--- config.mk ---
export PLATFORM = sky130hd
export DESIGN_NAME = conv_sum_scheduler_flat
export DESIGN_NICKNAME = d
export VERILOG_FILES = /design/src/rtl/conv_sum_scheduler_if.sv /design/src/rtl/conv_sum_scheduler.sv /design/src/flat_wrapper.sv
export SDC_FILE = /design/constraint.sdc
export NUM_CORES = 1
export LEC_CHECK = 0
export ABC_AREA = 1
export BUFFER_PORTS_ARGS = -buffer_cell sky130_fd_sc_hd__buf_2
export CAP_MARGIN = 40
export CORE_AREA = 2 2 341 343
export DETAILED_ROUTE_END_ITERATION = 6
export DIE_AREA = 0 0 343 345
export PLACE_DENSITY_LB_ADDON = 0.12
export SYNTH_ARGS = -nofsm -noshare
export SYNTH_HDL_FRONTEND = slang
export SYNTH_SLANG_ARGS = --single-unit
--- constraint.sdc ---
create_clock -name clk -period 2.8 [get_ports clk]
set_input_delay 0.14 -clock clk [delete_from_list [all_inputs] [get_ports clk]]
set_output_delay 0.14 -clock clk [all_outputs]
set_load 0.05 [all_outputs]
--- src/rtl/conv_sum_scheduler_if.sv ---
// Stream, bias-lookup and adder-tree signals of conv_sum_scheduler.
// Handshake: a transfer happens on every rising edge where valid and ready are both 1;
// valid never depends on ready, and data holds while valid=1 and ready=0.
interface conv_sum_scheduler_if #(
    parameter int BITSIZE    = 14,
    parameter int NUM_INPUTS = 27,
    parameter int BIAS_SIZE  = 14
);
    logic                            in_valid;
    logic                            in_ready;
    logic [NUM_INPUTS*BITSIZE-1:0]   in_data;

    logic [7:0]                      bias_addr;
    logic [BIAS_SIZE-1:0]            bias_data;

    logic                            adder_start;
    logic [NUM_INPUTS*BITSIZE-1:0]   adder_data;
    logic [BIAS_SIZE-1:0]            adder_bias;
    logic                            adder_valid;
    logic [BITSIZE+4:0]              adder_sum;

    logic                            out_valid;
    logic                            out_ready;
    logic [BITSIZE+4:0]              out_data;
    logic                            out_last;

    modport slave (
        input  in_valid, in_data, bias_data, adder_valid, adder_sum, out_ready,
        output in_ready, bias_addr, adder_start, adder_data, adder_bias,
               out_valid, out_data, out_last
    );

    modport master (
        output in_valid, in_data, bias_data, adder_valid, adder_sum, out_ready,
        input  in_ready, bias_addr, adder_start, adder_data, adder_bias,
               out_valid, out_data, out_last
    );
endinterface

--- src/rtl/conv_sum_scheduler.sv ---
// Schedules window products into an external adder tree, adds per-channel bias,
// and buffers the fixed-latency sums in a credit-limited result FIFO.
module conv_sum_scheduler #(
    parameter int BITSIZE    = 14,
    parameter int NUM_INPUTS = 27,
    parameter int BIAS_SIZE  = 14,
    parameter int FIFO_DEPTH = 8,
    parameter int CNT_W      = 16
) (
    input  logic                 clk,
    input  logic                 rst,
    input  logic                 cfg_start,
    input  logic [CNT_W-1:0]     cfg_num_windows,
    input  logic [7:0]           cfg_num_channels,
    output logic                 busy,
    output logic                 done,
    output logic                 err,
    output logic [1:0]           dbg_state,
    conv_sum_scheduler_if.slave  io
);
    localparam int PW = $clog2(FIFO_DEPTH);
    localparam int CW = PW + 1;
    localparam int SW = BITSIZE + 5;
    localparam int TW = CNT_W + 8;

    typedef enum logic [1:0] {
        S_IDLE  = 2'd0,
        S_RUN   = 2'd1,
        S_DRAIN = 2'd2,
        S_DONE  = 2'd3
    } state_t;

    state_t            state;
    state_t            state_nxt;

    logic [CNT_W-1:0]  nw_q;
    logic [7:0]        nc_q;
    logic [TW-1:0]     total_q;
    logic [CNT_W-1:0]  win_cnt;
    logic [7:0]        ch_cnt;
    logic [TW-1:0]     retire_cnt;
    logic              last_popped;
    logic [CW-1:0]     inflight;
    logic              err_q;

    logic [SW-1:0]     mem [FIFO_DEPTH];
    logic [PW-1:0]     wr_ptr;
    logic [PW-1:0]     rd_ptr;
    logic [CW-1:0]     fifo_cnt;

    logic              start_ok;
    logic              cfg_zero;
    logic [CW:0]       occupancy;
    logic              room;
    logic              in_ready_c;
    logic              accept;
    logic              win_last;
    logic              ch_last;
    logic              last_accept;
    logic              fifo_full;
    logic              fifo_empty;
    logic              push;
    logic              drop;
    logic              pop;
    logic              dec;
    logic              head_last;

    // ---------------------------------------------------------------------
    // Datapath conditions
    // ---------------------------------------------------------------------
    always_comb begin
        start_ok    = (state == S_IDLE) && cfg_start;
        cfg_zero    = (cfg_num_windows == '0) || (cfg_num_channels == '0);
        // Credit check: every accepted window will eventually need a FIFO slot.
        occupancy   = {1'b0, fifo_cnt} + {1'b0, inflight};
        room        = occupancy < (CW+1)'(FIFO_DEPTH);
        accept      = io.in_valid && in_ready_c;
        win_last    = win_cnt == (nw_q - CNT_W'(1));
        ch_last     = ch_cnt == (nc_q - 8'd1);
        last_accept = accept && win_last && ch_last;
        fifo_full   = fifo_cnt == CW'(FIFO_DEPTH);
        fifo_empty  = fifo_cnt == '0;
        push        = io.adder_valid && (state != S_IDLE) && !fifo_full;
        drop        = io.adder_valid && ((state == S_IDLE) || fifo_full);
        pop         = !fifo_empty && io.out_ready;
        dec         = io.adder_valid && (inflight != '0);
        head_last   = retire_cnt == (total_q - TW'(1));
    end

    // ---------------------------------------------------------------------
    // FSM: state register / next state / outputs
    // ---------------------------------------------------------------------
    always_ff @(posedge clk or negedge rst) begin
        if (!rst) begin
            state <= S_IDLE;
        end else begin
            state <= state_nxt;
        end
    end

    always_comb begin
        state_nxt = state;
        case (state)
            S_IDLE: begin
                if (cfg_start) begin
                    state_nxt = cfg_zero ? S_DONE : S_RUN;
                end
            end
            S_RUN: begin
                if (last_accept) begin
                    state_nxt = S_DRAIN;
                end
            end
            S_DRAIN: begin
                if ((inflight == '0) && fifo_empty && last_popped) begin
                    state_nxt = S_DONE;
                end
            end
            S_DONE: begin
                state_nxt = S_IDLE;
            end
            default: begin
                state_nxt = S_IDLE;
            end
        endcase
    end

    always_comb begin
        busy       = (state == S_RUN) || (state == S_DRAIN);
        done       = (state == S_DONE);
        in_ready_c = (state == S_RUN) && room;
        dbg_state  = state;
    end

    // ---------------------------------------------------------------------
    // Job configuration, window/channel walk and retire tracking
    // ---------------------------------------------------------------------
    always_ff @(posedge clk or negedge rst) begin
        if (!rst) begin
            nw_q        <= '0;
            nc_q        <= '0;
            total_q     <= '0;
            win_cnt     <= '0;
            ch_cnt      <= '0;
            retire_cnt  <= '0;
            last_popped <= 1'b0;
        end else if (start_ok) begin
            nw_q        <= cfg_num_windows;
            nc_q        <= cfg_num_channels;
            total_q     <= TW'(cfg_num_windows) * TW'(cfg_num_channels);
            win_cnt     <= '0;
            ch_cnt      <= '0;
            retire_cnt  <= '0;
            last_popped <= 1'b0;
        end else begin
            if (accept) begin
                if (win_last) begin
                    win_cnt <= '0;
                    ch_cnt  <= ch_cnt + 8'd1;
                end else begin
                    win_cnt <= win_cnt + CNT_W'(1);
                end
            end
            if (pop) begin
                retire_cnt <= retire_cnt + TW'(1);
                if (head_last) begin
                    last_popped <= 1'b1;
                end
            end
        end
    end

    // Sums still inside the adder tree; bounded by the credit check above.
    always_ff @(posedge clk or negedge rst) begin
        if (!rst) begin
            inflight <= '0;
        end else if (start_ok) begin
            inflight <= '0;
        end else begin
            case ({accept, dec})
                2'b10:   inflight <= inflight + CW'(1);
                2'b01:   inflight <= inflight - CW'(1);
                default: inflight <= inflight;
            endcase
        end
    end

    always_ff @(posedge clk or negedge rst) begin
        if (!rst) begin
            err_q <= 1'b0;
        end else if (drop) begin
            err_q <= 1'b1;
        end else if (start_ok) begin
            err_q <= 1'b0;
        end
    end

    // ---------------------------------------------------------------------
    // Result FIFO
    // ---------------------------------------------------------------------
    always_ff @(posedge clk) begin
        if (push) begin
            mem[wr_ptr] <= io.adder_sum;
        end
    end

    always_ff @(posedge clk or negedge rst) begin
        if (!rst) begin
            wr_ptr   <= '0;
            rd_ptr   <= '0;
            fifo_cnt <= '0;
        end else if (start_ok) begin
            wr_ptr   <= '0;
            rd_ptr   <= '0;
            fifo_cnt <= '0;
        end else begin
            if (push) begin
                wr_ptr <= wr_ptr + PW'(1);
            end
            if (pop) begin
                rd_ptr <= rd_ptr + PW'(1);
            end
            case ({push, pop})
                2'b10:   fifo_cnt <= fifo_cnt + CW'(1);
                2'b01:   fifo_cnt <= fifo_cnt - CW'(1);
                default: fifo_cnt <= fifo_cnt;
            endcase
        end
    end

    // ---------------------------------------------------------------------
    // Output drive
    // ---------------------------------------------------------------------
    always_comb begin
        err            = err_q;
        io.in_ready    = in_ready_c;
        io.bias_addr   = ch_cnt;
        io.adder_start = accept;
        io.adder_data  = accept ? io.in_data : '0;
        io.adder_bias  = accept ? io.bias_data : '0;
        io.out_valid   = !fifo_empty;
        // Gate the head so an unwritten RAM entry never leaks out while empty.
        io.out_data    = fifo_empty ? '0 : mem[rd_ptr];
        io.out_last    = !fifo_empty && head_last;
    end
endmodule

--- src/flat_wrapper.sv ---
// flat-port wrapper written by rule: the top's interface ports become plain ports
module conv_sum_scheduler_flat 
#(
    parameter int BITSIZE    = 14,
    parameter int NUM_INPUTS = 27,
    parameter int BIAS_SIZE  = 14,
    parameter int FIFO_DEPTH = 8,
    parameter int CNT_W      = 16
)
  (clk, rst, cfg_start, cfg_num_windows, cfg_num_channels, busy, done, err, dbg_state, io_in_valid, io_in_data, io_bias_data, io_adder_valid, io_adder_sum, io_out_ready, io_in_ready, io_bias_addr, io_adder_start, io_adder_data, io_adder_bias, io_out_valid, io_out_data, io_out_last);
  conv_sum_scheduler_if #(.BITSIZE(BITSIZE), .NUM_INPUTS(NUM_INPUTS), .BIAS_SIZE(BIAS_SIZE)) io_i ();
  input  logic clk;
  input  logic rst;
  input  logic cfg_start;
  input  logic [CNT_W-1:0] cfg_num_windows;
  input  logic [7:0] cfg_num_channels;
  output logic busy;
  output logic done;
  output logic err;
  output logic [1:0] dbg_state;
  input wire logic [$bits(io_i.in_valid)-1:0] io_in_valid;
  input wire logic [$bits(io_i.in_data)-1:0] io_in_data;
  input wire logic [$bits(io_i.bias_data)-1:0] io_bias_data;
  input wire logic [$bits(io_i.adder_valid)-1:0] io_adder_valid;
  input wire logic [$bits(io_i.adder_sum)-1:0] io_adder_sum;
  input wire logic [$bits(io_i.out_ready)-1:0] io_out_ready;
  output wire logic [$bits(io_i.in_ready)-1:0] io_in_ready;
  output wire logic [$bits(io_i.bias_addr)-1:0] io_bias_addr;
  output wire logic [$bits(io_i.adder_start)-1:0] io_adder_start;
  output wire logic [$bits(io_i.adder_data)-1:0] io_adder_data;
  output wire logic [$bits(io_i.adder_bias)-1:0] io_adder_bias;
  output wire logic [$bits(io_i.out_valid)-1:0] io_out_valid;
  output wire logic [$bits(io_i.out_data)-1:0] io_out_data;
  output wire logic [$bits(io_i.out_last)-1:0] io_out_last;
  assign io_i.in_valid = io_in_valid;
  assign io_i.in_data = io_in_data;
  assign io_i.bias_data = io_bias_data;
  assign io_i.adder_valid = io_adder_valid;
  assign io_i.adder_sum = io_adder_sum;
  assign io_i.out_ready = io_out_ready;
  assign io_in_ready = io_i.in_ready;
  assign io_bias_addr = io_i.bias_addr;
  assign io_adder_start = io_i.adder_start;
  assign io_adder_data = io_i.adder_data;
  assign io_adder_bias = io_i.adder_bias;
  assign io_out_valid = io_i.out_valid;
  assign io_out_data = io_i.out_data;
  assign io_out_last = io_i.out_last;
  conv_sum_scheduler #(.BITSIZE(BITSIZE), .NUM_INPUTS(NUM_INPUTS), .BIAS_SIZE(BIAS_SIZE), .FIFO_DEPTH(FIFO_DEPTH), .CNT_W(CNT_W)) u_core (.clk(clk), .rst(rst), .cfg_start(cfg_start), .cfg_num_windows(cfg_num_windows), .cfg_num_channels(cfg_num_channels), .busy(busy), .done(done), .err(err), .dbg_state(dbg_state), .io(io_i));
endmodule
==> flow_metrics.py, run 1 <==
metrics = {
    "outcome": {
        "status": "complete, but fails checks",
        "violations": "hold timing, setup timing",
    },
    "clock_network": {
        "path_clk_slew_ns": 0.06,
        "htreeDepth": 1,
        "cts-root-buf": "clkbuf_16",
        "clockBufferDepth": 3,
        "clkSinkCount": 266,
        "cts_tree": "yes",
        "clk_latency_ns": 0.60,
        "cts_made_buffers": 30,
    },
    "floorplan": {
        "core-area_um2": 115100,
        "dieHeight_um": 345,
        "die_x_um": 343,
        "initial_core_util_pct": 18.08,
        "dieArea_um2": 118300,
        "rows": 125,
        "io_pins": 869,
    },
    "finish": {
        "final_nets": 4720,
        "nFillCells": 12050,
        "multiInputGateArea_um2": 13990,
        "regArea_um2": 7420,
        "final_cell_area_um2": 40640,
        "drive_gt1_share_pct": 46.17,
        "area_delta_synth_final_pct": 95.30,
        "instances_no_fill": 5723,
        "final_core_util_pct": 35.30,
    },
    "detailed_routing": {
        "drt_wl_total_mm": 166.5,
        "viasPerCell": 4.276,
        "vias": 24470,
        "drc": 0,
        "ant_nets": 0,
        "routedWlPerCell_um": 29.10,
        "drt_iter0_drc": 1519,
        "dr.pass1.iters": 5,
    },
    "logic_synthesis": {
        "synthMuxAreaShare_pct": 0,
        "synth_adder_area_share_pct": 12.18,
        "synth-seq-cells": 266,
        "synth_compound_area_share_pct": 8.015,
        "synth.distinct_cells": 46,
        "seq_area_frac_synth_pct": 35.64,
        "netlist_area_um2": 20810,
        "synthTopCellsByArea": "edfxtp_1 (22%), dfrtp_1 (14%), inv_1 (13%)",
        "synth_top_area_share_pct": 21.93,
        "ys_warn_count": 0,
        "yosys.area_share.simple_pct": 25.21,
        "synth_xor_area_share_pct": 3.373,
        "synth_top_family_by_area": "simple AND/OR/NAND/NOR gates",
        "synth_nets": 3533,
        "avgSynthCellArea_um2": 7.075,
        "postSynthCellCount": 2941,
        "yosys.area.top_type": "edfxtp_1",
    },
    "power_and_ir_drop": {
        "p_sw_share_pct": 50.92,
        "pwr-share-comb_pct": 74.2,
        "peakVddDrop_uv": 686.1,
        "intPower_w": 0.01830,
        "pwr-share-seq_pct": 14.8,
        "total_power_w": 0.03728,
        "powerDensity_nw_per_um2": 917.4,
        "power.share.clock_pct": 11.0,
        "p_sw_w": 0.01898,
        "p_leak_nw": 19.45,
    },
    "sta": {
        "rsz0062_at_grt": "true",
        "clock_skew_ns": 0.02183,
        "setup_viol": 330,
        "hold_viol": 1,
        "worstMarginPinSlew_ns": 0.7100,
        "slew_viol_final": 0,
        "hold-worst-slack_ns": -0.01722,
        "fin_crit_ns": 3.312,
        "period_share_pct": 118.3,
        "slew_headroom_pct": 52.67,
        "fmax_ghz": 0.3019,
        "timing.final.ws_setup_ns": -0.5118,
    },
    "setup_path": {
        "cpPeakStageDelay_ns": 0.55,
        "startpoint_type": "primary input",
        "r2r_slack_ns": 0.36,
        "cp_max_fo": 6,
        "reg2reg_depth": 13,
        "r2r_start": "u_core.fifo_cnt[1]",
        "cp.arrival_ns": 3.77,
        "cp.required_ns": 3.26,
        "end_kind": "flip-flop",
        "r2r-end": "u_core.inflight[3]",
        "crit_chain": "buf_12 -> buf_12 -> nand2_1 -> inv_2 -> fa_1 -> fa_1 -> fa_1 -> inv_2 -> fa_1 -> inv_2 -> ha_4 -> a21oi_4 -> buf_6 -> inv_1 -> a21oi_2 -> inv_2 -> a21oi_2 -> nand3_1 -> nand3_1 -> o21ai_0",
        "slowest_stage": "fa_1",
        "worstSetupPathType": "primary input to flip-flop",
    },
    "placement": {
        "gp_congestion": 1.176,
        "dp.cells": 5442,
        "io_buffers": 868,
        "postPlaceCellArea_um2": 29580,
        "post-place-ws_ns": -1.350,
        "dp_hpwl_mm": 135.6,
    },
    "worst_hold_path": {
        "min-delay-start": "cfg_num_windows[6]",
        "min_path_type": "primary input to flip-flop",
        "hold_end": "u_core.nw_q[6]",
        "holdPathStages": 4,
    },
    "grt": {
        "grt_usage_pct": 26.84,
        "grt_overflow_total": 0,
        "grt_max_degree": 78,
        "antenna_found_initial": 129,
        "grt_pass1_wl_mm": 215.3,
        "grt_pass1_vias": 24200,
    },
    "flow_run": {
        "maxCapViolations": 0,
    },
}
-- timing repair --
item / CTS / global route
setup buffers: 41 / 77
gates cloned: 21 / 18
hold buffers: 35 / 0
pin swaps: 68 / 119
hold endpoints to repair: 256 / 0
endpoints found under the setup margin: 416 / 422
resized for setup: 659 / 1789
-- logic make-up after synthesis --
group,Yosys count
adder cells (fa/ha/maj),151
AO/OA/AOI/OAI,303
AND/OR/NAND/NOR,1284
XOR/XNOR,77
buffers and inverters,860
flip-flops,266
-- stage by stage --
stage	TNS (ns)	hold WS (ns)
3_3_place_gp	-21.86	0.1481
2_1_floorplan	-14.18	-0.1556
5_1_grt	-91.64	0.003103
6_report	-51.90	-0.01722
3_5_place_dp	-22.17	0.1514
4_1_cts	-111.35	0.002896
-- final cells by class --
cell class | instances | share of cell area [%]
diodes | 47 | 0.2894
clock buffers | 50 | 2.303
clock inverters | 6 | 0.2063
inverters | 738 | 6.841
multi-input cells | 1815 | 34.43
flip-flops and latches | 266 | 18.26
well taps | 1524 | 4.692
repair buffers | 1277 | 32.98
-- routing by layer --
metal  GRT usage (%)  up-vias  part of all wire (%)
met2           43.87     1049                    46
met5               0        -                  0.27
met3           8.609      454                   8.9
met1           30.92    11610                    38
met4           14.68       70                   7.2
li1                -    11290                     -
-- cell usage in the layout (no fill, tap or decap), types with 48 or more instances in the layout --
| master | netlist | layout |
|---|---|---|
| o21ai_0 | 168 | 149 |
| buf_6 | 1 | 227 |
| edfxtp_1 | 152 | 152 |
| buf_8 | 0 | 218 |
| buf_2 | 5 | 455 |
| dfrtp_1 | 114 | 112 |
| ha_1 | 65 | 48 |
| inv_1 | 736 | 695 |
| fa_1 | 86 | 81 |
| nor2_1 | 641 | 230 |
| buf_4 | 0 | 166 |
| nor2_4 | 4 | 385 |
| nand2_1 | 461 | 415 |
| nand3_1 | 73 | 62 |
| buf_12 | 0 | 134 |
-- worst max-delay path: cells and delay by family --
| kind | cells | cell delay, ns |
|---|---|---|
| adders and majority gates | 5 | 2.18 |
| buffers and inverters | 8 | 0.60 |
| and+or+nand+nor | 3 | 0.25 |
| AOI/OAI and AO/OA | 4 | 0.60 |
-- synthesized netlist by cell type (all sizes together) --
cell	number
inv	737
nor2	657
nand2	469
o21ai	175
edfxtp	152
dfrtp	114
clkbuf	106
fa	86
nand3	77
ha	65
a21oi	48
xor2	45
o22ai	32
xnor2	30
a31oi	27
nor3	24
nand4	22
buf	16
nor4	14
or2	8
o21bai	6
nand3b	5
nor3b	5
a211oi	4
o21a	4
a221oi	3
a21o	2
and2	2
xnor3	2
a22o	1
a2bb2oi	1
and3	1
clkinv	1
-- how the worst max path moves through the flow --
| stage | startpoint | endpoint | slack, ns |
|---|---|---|---|
| global placement | cfg_num_channels[4] | u_core.total_q[18] | -1.34 |
| CTS | cfg_num_channels[7] | u_core.total_q[21] | -0.52 |
| floorplan | cfg_num_channels[4] | u_core.total_q[16] | -1.04 |
| finish | cfg_num_channels[5] | u_core.total_q[18] | -0.51 |
| detailed placement | cfg_num_channels[3] | u_core.total_q[18] | -1.35 |
| global route | cfg_num_windows[12] | u_core.total_q[23] | -0.67 |
-- power by group through the flow --
| stage | sequential [W] | combinational [W] | clock [W] |
|---|---|---|---|
| after global placement | 0.00563 | 0.0203 | 0 |
| after CTS | 0.00554 | 0.0236 | 0.00424 |
| after floorplan | 0.00556 | 0.0127 | 0 |
| after global routing | 0.00565 | 0.0295 | 0.00438 |
| final | 0.00553 | 0.0276 | 0.00410 |
| after detailed placement | 0.00562 | 0.0202 | 0 |
-- state kept, by name, indices dropped and copies added, names as in the netlist, 4 cells and up --
name                 flops
u_core.nc_q              8
u_core.nw_q             16
u_core.fifo_cnt          4
u_core.io.bias_addr      8
u_core.inflight          4
u_core.retire_cnt       24
u_core.mem             152
u_core.total_q          24
u_core.win_cnt          16
Note: power is estimated with default switching activity, not from simulation.
==> inputs of run 2 (changes only) <==
--- a/config.mk
+++ b/config.mk
@@ -8,9 +8,10 @@
 export ABC_AREA = 1
 export BUFFER_PORTS_ARGS = -buffer_cell sky130_fd_sc_hd__buf_2
 export CAP_MARGIN = 40
-export CORE_AREA = 2 2 341 343
+export CORE_AREA = 2 2 337 339
+export CTS_BUF_LIST = sky130_fd_sc_hd__clkbuf_4 sky130_fd_sc_hd__clkbuf_8
 export DETAILED_ROUTE_END_ITERATION = 6
-export DIE_AREA = 0 0 343 345
+export DIE_AREA = 0 0 339 341
 export PLACE_DENSITY_LB_ADDON = 0.12
 export SYNTH_ARGS = -nofsm -noshare
 export SYNTH_HDL_FRONTEND = slang
==> run 2 against run 1 <==
The run ends with setup timing left. Combinational power is essentially flat. Wire length shrank 1.5%. Global-route usage grew 0.77 points. Worst hold slack gained 0.044 ns. Critical path type unchanged. Critical endpoint is now u_core.total_q[15]. Largest power group unchanged. Highest routed layer unchanged.
==> flow_metrics.py, run 2 (synthesized netlist as in run 1, its figures left out) <==
metrics = {
    "floorplan": {
        "die_x_um": 339,
        "initial_core_util_pct": 18.60,
        "io_pins": 869,
        "rows": 123,
        "dieHeight_um": 341,
        "core-area_um2": 111900,
        "dieArea_um2": 115600,
    },
    "clock_network": {
        "path_clk_slew_ns": 0.06,
        "clockBufferDepth": 3,
        "clk_latency_ns": 0.64,
        "cts_made_buffers": 47,
        "htreeDepth": 2,
        "cts-root-buf": "clkbuf_8",
        "clkSinkCount": 266,
        "cts_tree": "yes",
    },
    "setup_path": {
        "reg2reg_depth": 12,
        "r2r_start": "u_core.fifo_cnt[3]",
        "slowest_stage": "fa_1",
        "cp.arrival_ns": 3.88,
        "worstSetupPathType": "primary input to flip-flop",
        "cp_max_fo": 7,
        "cpLargestDelayFamily": "adder cells",
        "crit_chain": "buf_12 -> buf_12 -> nand2_4 -> inv_2 -> fa_1 -> fa_1 -> fa_1 -> inv_1 -> fa_1 -> inv_2 -> ha_4 -> nand2_2 -> nor4_4 -> a21oi_1 -> or2_4 -> a31oi_1",
        "crit_start": "cfg_num_channels[5]",
        "end_kind": "flip-flop",
        "critPathCapture": "u_core.total_q[15]",
        "startpoint_type": "primary input",
        "cpPeakStageDelay_ns": 0.55,
        "r2r-end": "u_core.inflight[3]",
        "cp.required_ns": 3.34,
        "r2r_slack_ns": 0.27,
        "path_common_cell": "fa_1",
        "crit_cells": 16,
        "cp.buffers_inverters": 5,
    },
    "detailed_routing": {
        "drt_iter0_drc": 1411,
        "drt_wl_total_mm": 164.1,
        "ant_nets": 0,
        "vias": 24510,
        "dr.pass1.iters": 5,
        "routedWlPerCell_um": 28.45,
        "viasPerCell": 4.250,
        "drc": 0,
    },
    "finish": {
        "largest_reg_flops": 152,
        "area_delta_synth_final_pct": 93.83,
        "final_common_cell": "inv_1",
        "final_nets": 4766,
        "regMostFlops": "u_core.mem",
        "instances_no_fill": 5767,
        "drive_gt1_share_pct": 45.80,
        "most-common-layout-cells": "inv_1 (708), buf_2 (464), nand2_1 (425)",
        "final_cell_area_um2": 40330,
        "reg_top3": "u_core.mem x152, u_core.retire_cnt x24, u_core.total_q x24",
    },
    "outcome": {
        "status": "complete, but fails checks",
        "violations": "setup timing",
    },
    "sta": {
        "clock_skew_ns": 0.04974,
        "slew_viol_final": 0,
        "fmax_ghz": 0.2995,
        "slew_headroom_pct": 60.50,
        "rsz0062_at_grt": "true",
        "hold-worst-slack_ns": 0.02661,
        "hold_viol": 0,
        "timing.final.ws_setup_ns": -0.5386,
        "worstMarginPinSlew_ns": 0.5871,
        "fin_crit_ns": 3.339,
        "setup_viol": 343,
        "period_share_pct": 119.2,
    },
    "power_and_ir_drop": {
        "intPower_w": 0.01798,
        "p_leak_nw": 19.56,
        "total_power_w": 0.03699,
        "pwr-share-seq_pct": 15.0,
        "power.share.clock_pct": 10.5,
        "p_sw_share_pct": 51.39,
        "pwr-share-comb_pct": 74.5,
        "p_sw_w": 0.01901,
        "peakVddDrop_uv": 718.3,
        "powerDensity_nw_per_um2": 917.2,
    },
    "flow_run": {
        "maxCapViolations": 0,
    },
    "worst_hold_path": {
        "min_path_type": "primary input to flip-flop",
        "holdPathStages": 4,
    },
    "placement": {
        "postPlaceCellArea_um2": 29570,
        "dp_hpwl_mm": 138.1,
        "gp_congestion": 1.004,
        "io_buffers": 868,
        "dp.cells": 5440,
    },
    "grt": {
        "grt_overflow_total": 0,
        "grt_usage_pct": 27.61,
        "grt_pass1_wl_mm": 218.1,
        "grt_max_degree": 59,
        "antenna_found_initial": 153,
        "grt_pass1_vias": 25120,
    },
}
-- run 2: cell types whose count changed in the layout (fill, tap and decap cells not counted), moves of 12 or more --
| cell | previous run | this run |
|---|---|---|
| inv_2 | 40 | 28 |
| nor2_4 | 385 | 360 |
| buf_4 | 166 | 202 |
| clkbuf_8 | 11 | 54 |
| clkbuf_16 | 47 | 5 |
| inv_1 | 695 | 708 |
| clkbuf_4 | 4 | 25 |
| nor2_1 | 230 | 249 |
-- run 2: how the worst min path moves through the flow --
stage,start,to,slack [ns]
after floorplan,rst,u_core.dbg_state[0],-0.16
after global placement,rst,u_core.total_q[23],0.17
after detailed placement,rst,u_core.total_q[23],0.17
after CTS,cfg_num_windows[10],u_core.nw_q[10],0.0003
after global routing,cfg_num_windows[10],u_core.nw_q[10],0.02
final,cfg_num_windows[9],u_core.nw_q[9],0.03
-- run 2: metal layers --
metal	track usage, %	part of all wire [%]	routed length (µm)
met1	30.42	37	60370
met2	46.00	47	76640
met3	10.42	9.3	15320
met4	14.97	6.7	11040
met5	0	0.42	688
-- run 2: repair_timing --
action,4_1_cts,5_1_grt
endpoints found under the hold margin,229,1
setup buffers,88,51
gates cloned,38,6
pin swaps,94,115
resized for setup,1802,386
hold buffers,35,1
setup endpoints to repair,412,420
-- run 2: worst min-delay path, stage by stage --
cell and delay (ns):
buf_4 0.15, buf_4 0.17, nand2_1 0.06, o21ai_0 0.06
-- run 2: stage by stage --
step	setup TNS, ns	util [%]	setup slack [ns]
2_1_floorplan	-14.18	-	-1.043
3_3_place_gp	-21.86	26.43	-1.381
3_5_place_dp	-22.10	26.43	-1.366
4_1_cts	-71.87	34.90	-0.4993
5_1_grt	-80.03	36.01	-0.6548
6_report	-38.53	36.05	-0.5386
-- run 2: power by group through the flow --
| stage | combinational (W) | sequential, W | clock, W |
|---|---|---|---|
| 2_1_floorplan | 0.0127 | 0.00556 | 0 |
| 3_3_place_gp | 0.0204 | 0.00563 | 0 |
| 3_5_place_dp | 0.0204 | 0.00564 | 0 |
| 4_1_cts | 0.0265 | 0.00556 | 0.00399 |
| 5_1_grt | 0.0293 | 0.00566 | 0.00413 |
| 6_report | 0.0276 | 0.00556 | 0.00388 |
-- run 2: layout make-up --
cell class	instances	area (µm²)
Fill cell	11800	71550
Multi-Input combinational cell	1815	13770
Timing Repair Buffer	1306	13380
Sequential cell	266	7421
Inverter	738	2775
Tap cell	1500	1877
Clock buffer	76	908.4
Antenna cell	55	137.6
Clock inverter	11	65.06
==> inputs of run 3 (changes only) <==
--- a/config.mk
+++ b/config.mk
@@ -13,6 +13,7 @@
 export DETAILED_ROUTE_END_ITERATION = 6
 export DIE_AREA = 0 0 339 341
 export PLACE_DENSITY_LB_ADDON = 0.12
+export REMOVE_ABC_BUFFERS = 1
 export SYNTH_ARGS = -nofsm -noshare
 export SYNTH_HDL_FRONTEND = slang
 export SYNTH_SLANG_ARGS = --single-unit
==> run 3 against run 2 <==
Final area decreased by 5.8%. Fmax about the same. Utilization shrank 2.1 points. Wire length is 22% lower. Highest routed layer unchanged. Register-to-register slack lost 0.16 ns. The flow still finishes with violations (setup timing). Critical path type unchanged.
==> flow_metrics.py, run 3 (synthesized netlist as in run 1, its figures left out) <==
metrics = {
    "outcome": {
        "status": "complete, but fails checks",
        "violations": "setup timing",
    },
    "grt": {
        "grt_overflow_total": 0,
        "grt_pass1_wl_mm": 176.7,
        "grt_pass1_vias": 22890,
        "antenna_found_initial": 51,
        "grt_usage_pct": 21.13,
        "grt_max_degree": 78,
    },
    "power_and_ir_drop": {
        "intPower_w": 0.01730,
        "p_leak_nw": 18.93,
        "power.share.clock_pct": 12.5,
        "pwr-share-comb_pct": 72.1,
        "total_power_w": 0.03569,
        "powerDensity_nw_per_um2": 938.8,
        "p_sw_share_pct": 51.51,
        "p_sw_w": 0.01838,
        "peakVddDrop_uv": 499.4,
        "pwr-share-seq_pct": 15.4,
    },
    "sta": {
        "hold_viol": 0,
        "rsz0062_at_grt": "true",
        "fin_crit_ns": 3.340,
        "slew_headroom_pct": 54.51,
        "clock_skew_ns": 0.04531,
        "fmax_ghz": 0.2994,
        "timing.final.ws_setup_ns": -0.5398,
        "period_share_pct": 119.3,
        "setup_viol": 357,
        "worstMarginPinSlew_ns": 0.6762,
        "slew_viol_final": 0,
        "tns_ns": -42.75,
    },
    "detailed_routing": {
        "drc": 0,
        "viasPerCell": 4.094,
        "routedWlPerCell_um": 22.79,
        "vias": 23080,
        "drt_iter0_drc": 1353,
        "drt_wl_total_mm": 128.5,
        "dr.pass1.iters": 5,
        "ant_nets": 0,
    },
    "placement": {
        "dp_hpwl_mm": 102.1,
        "dp.cells": 5370,
        "postPlaceCellArea_um2": 28650,
        "gp_congestion": 0.9713,
        "post-place-ws_ns": -1.498,
        "io_buffers": 868,
    },
    "finish": {
        "regMostFlops": "u_core.mem",
        "reg_top3": "u_core.mem x152, u_core.retire_cnt x24, u_core.total_q x24",
        "instances_no_fill": 5638,
        "final_common_cell": "inv_1",
        "final_cell_area_um2": 38010,
        "largest_reg_flops": 152,
        "area_delta_synth_final_pct": 82.66,
        "nFillCells": 11980,
        "most-common-layout-cells": "inv_1 (704), buf_2 (543), nand2_1 (424)",
        "final_nets": 4674,
        "drive_gt1_share_pct": 43.17,
    },
    "setup_path": {
        "cp_max_fo": 7,
        "crit_chain": "buf_12 -> nand2_4 -> inv_2 -> fa_2 -> inv_2 -> fa_1 -> inv_1 -> fa_1 -> fa_2 -> ha_4 -> buf_6 -> nand2_4 -> nand2_2 -> o21bai_4 -> a221oi_2 -> buf_4 -> nand4_1 -> a31oi_1",
        "cpLargestDelayFamily": "adder cells",
        "cpPeakStageDelay_ns": 0.61,
        "slowest_stage": "fa_2",
        "cp.buffers_inverters": 6,
        "crit_cells": 18,
        "worstSetupPathType": "primary input to flip-flop",
        "cp.arrival_ns": 3.88,
        "reg2reg_depth": 12,
        "end_kind": "flip-flop",
        "cp.required_ns": 3.34,
        "startpoint_type": "primary input",
    },
    "clock_network": {
        "clkSinkCount": 266,
        "path_clk_slew_ns": 0.06,
        "cts-root-buf": "clkbuf_8",
        "htreeDepth": 2,
        "clk_latency_ns": 0.66,
        "cts_made_buffers": 53,
        "cts_tree": "yes",
        "clockBufferDepth": 3,
    },
    "floorplan": {
        "core-area_um2": 111900,
        "die_x_um": 339,
        "initial_core_util_pct": 18.60,
        "rows": 123,
        "io_pins": 869,
        "dieArea_um2": 115600,
        "dieHeight_um": 341,
    },
    "flow_run": {
        "maxCapViolations": 0,
    },
    "worst_hold_path": {
        "min_path_type": "primary input to asynchronous set/reset pin",
    },
}
## run 3: routing by layer
layer / vias up / part of all wire [%] / global-route usage [%]
li1: 11180 / - / -
met1: 11020 / 49 / 31.49
met2: 717 / 41 / 30.21
met3: 127 / 7.9 / 6.679
met4: 38 / 1.3 / 2.407
met5: - / 0.37 / 0
## run 3: per-stage QoR
stage / utilization [%] / hold slack [ns]
after floorplan: - / -0.1556
after global placement: 25.60 / 0.1069
after detailed placement: 25.60 / 0.1114
after CTS: 30.91 / 0.009066
after global routing: 33.95 / 0.04703
final: 33.97 / 0.08146
## run 3: final timing paths
path	start	to	slack, ns
max	cfg_num_channels[6]	u_core.total_q[22]	-0.54
min in group clk	cfg_num_channels[7]	u_core.nc_q[7]	0.10
max reg2reg	u_core.fifo_cnt[3]	u_core.inflight[3]	0.11
min reg2reg	u_core.nc_q[7]	u_core.nc_q[7]	0.51
max in group asynchronous	rst	u_core.total_q[7]	2.00
min	rst	u_core.fifo_cnt[2]	0.08
## run 3: area by class of cell
| cell class | instances | area (µm²) | area share [%] |
|---|---|---|---|
| multi-input combinational | 1815 | 13280 | 34.95 |
| timing repair buffer | 1208 | 11440 | 30.11 |
| sequential | 266 | 7418 | 19.52 |
| inverter | 738 | 2780 | 7.314 |
| tap | 1500 | 1877 | 4.938 |
| clock buffer | 82 | 1041 | 2.739 |
| clock inverter | 17 | 136.4 | 0.3588 |
| antenna | 12 | 30.03 | 0.07900 |
## run 3: repair_timing
item                                    in CTS  in global routing
hold endpoints to repair                   291                  0
gates resized for setup                    881               1005
hold buffers                                43                  0
endpoints found under the setup margin     415                440
setup buffers                               59                 31
cloned                                      22                 18
pin swaps                                   86                107
## run 3: power groups by stage
stage                     clock network, W  registers (W)  logic, W
final                              0.00444        0.00551    0.0257
after global routing               0.00477        0.00562    0.0276
after CTS                          0.00461        0.00552    0.0232
after detailed placement                 0        0.00559    0.0187
after global placement                   0        0.00561    0.0188
after floorplan                          0        0.00567    0.0103
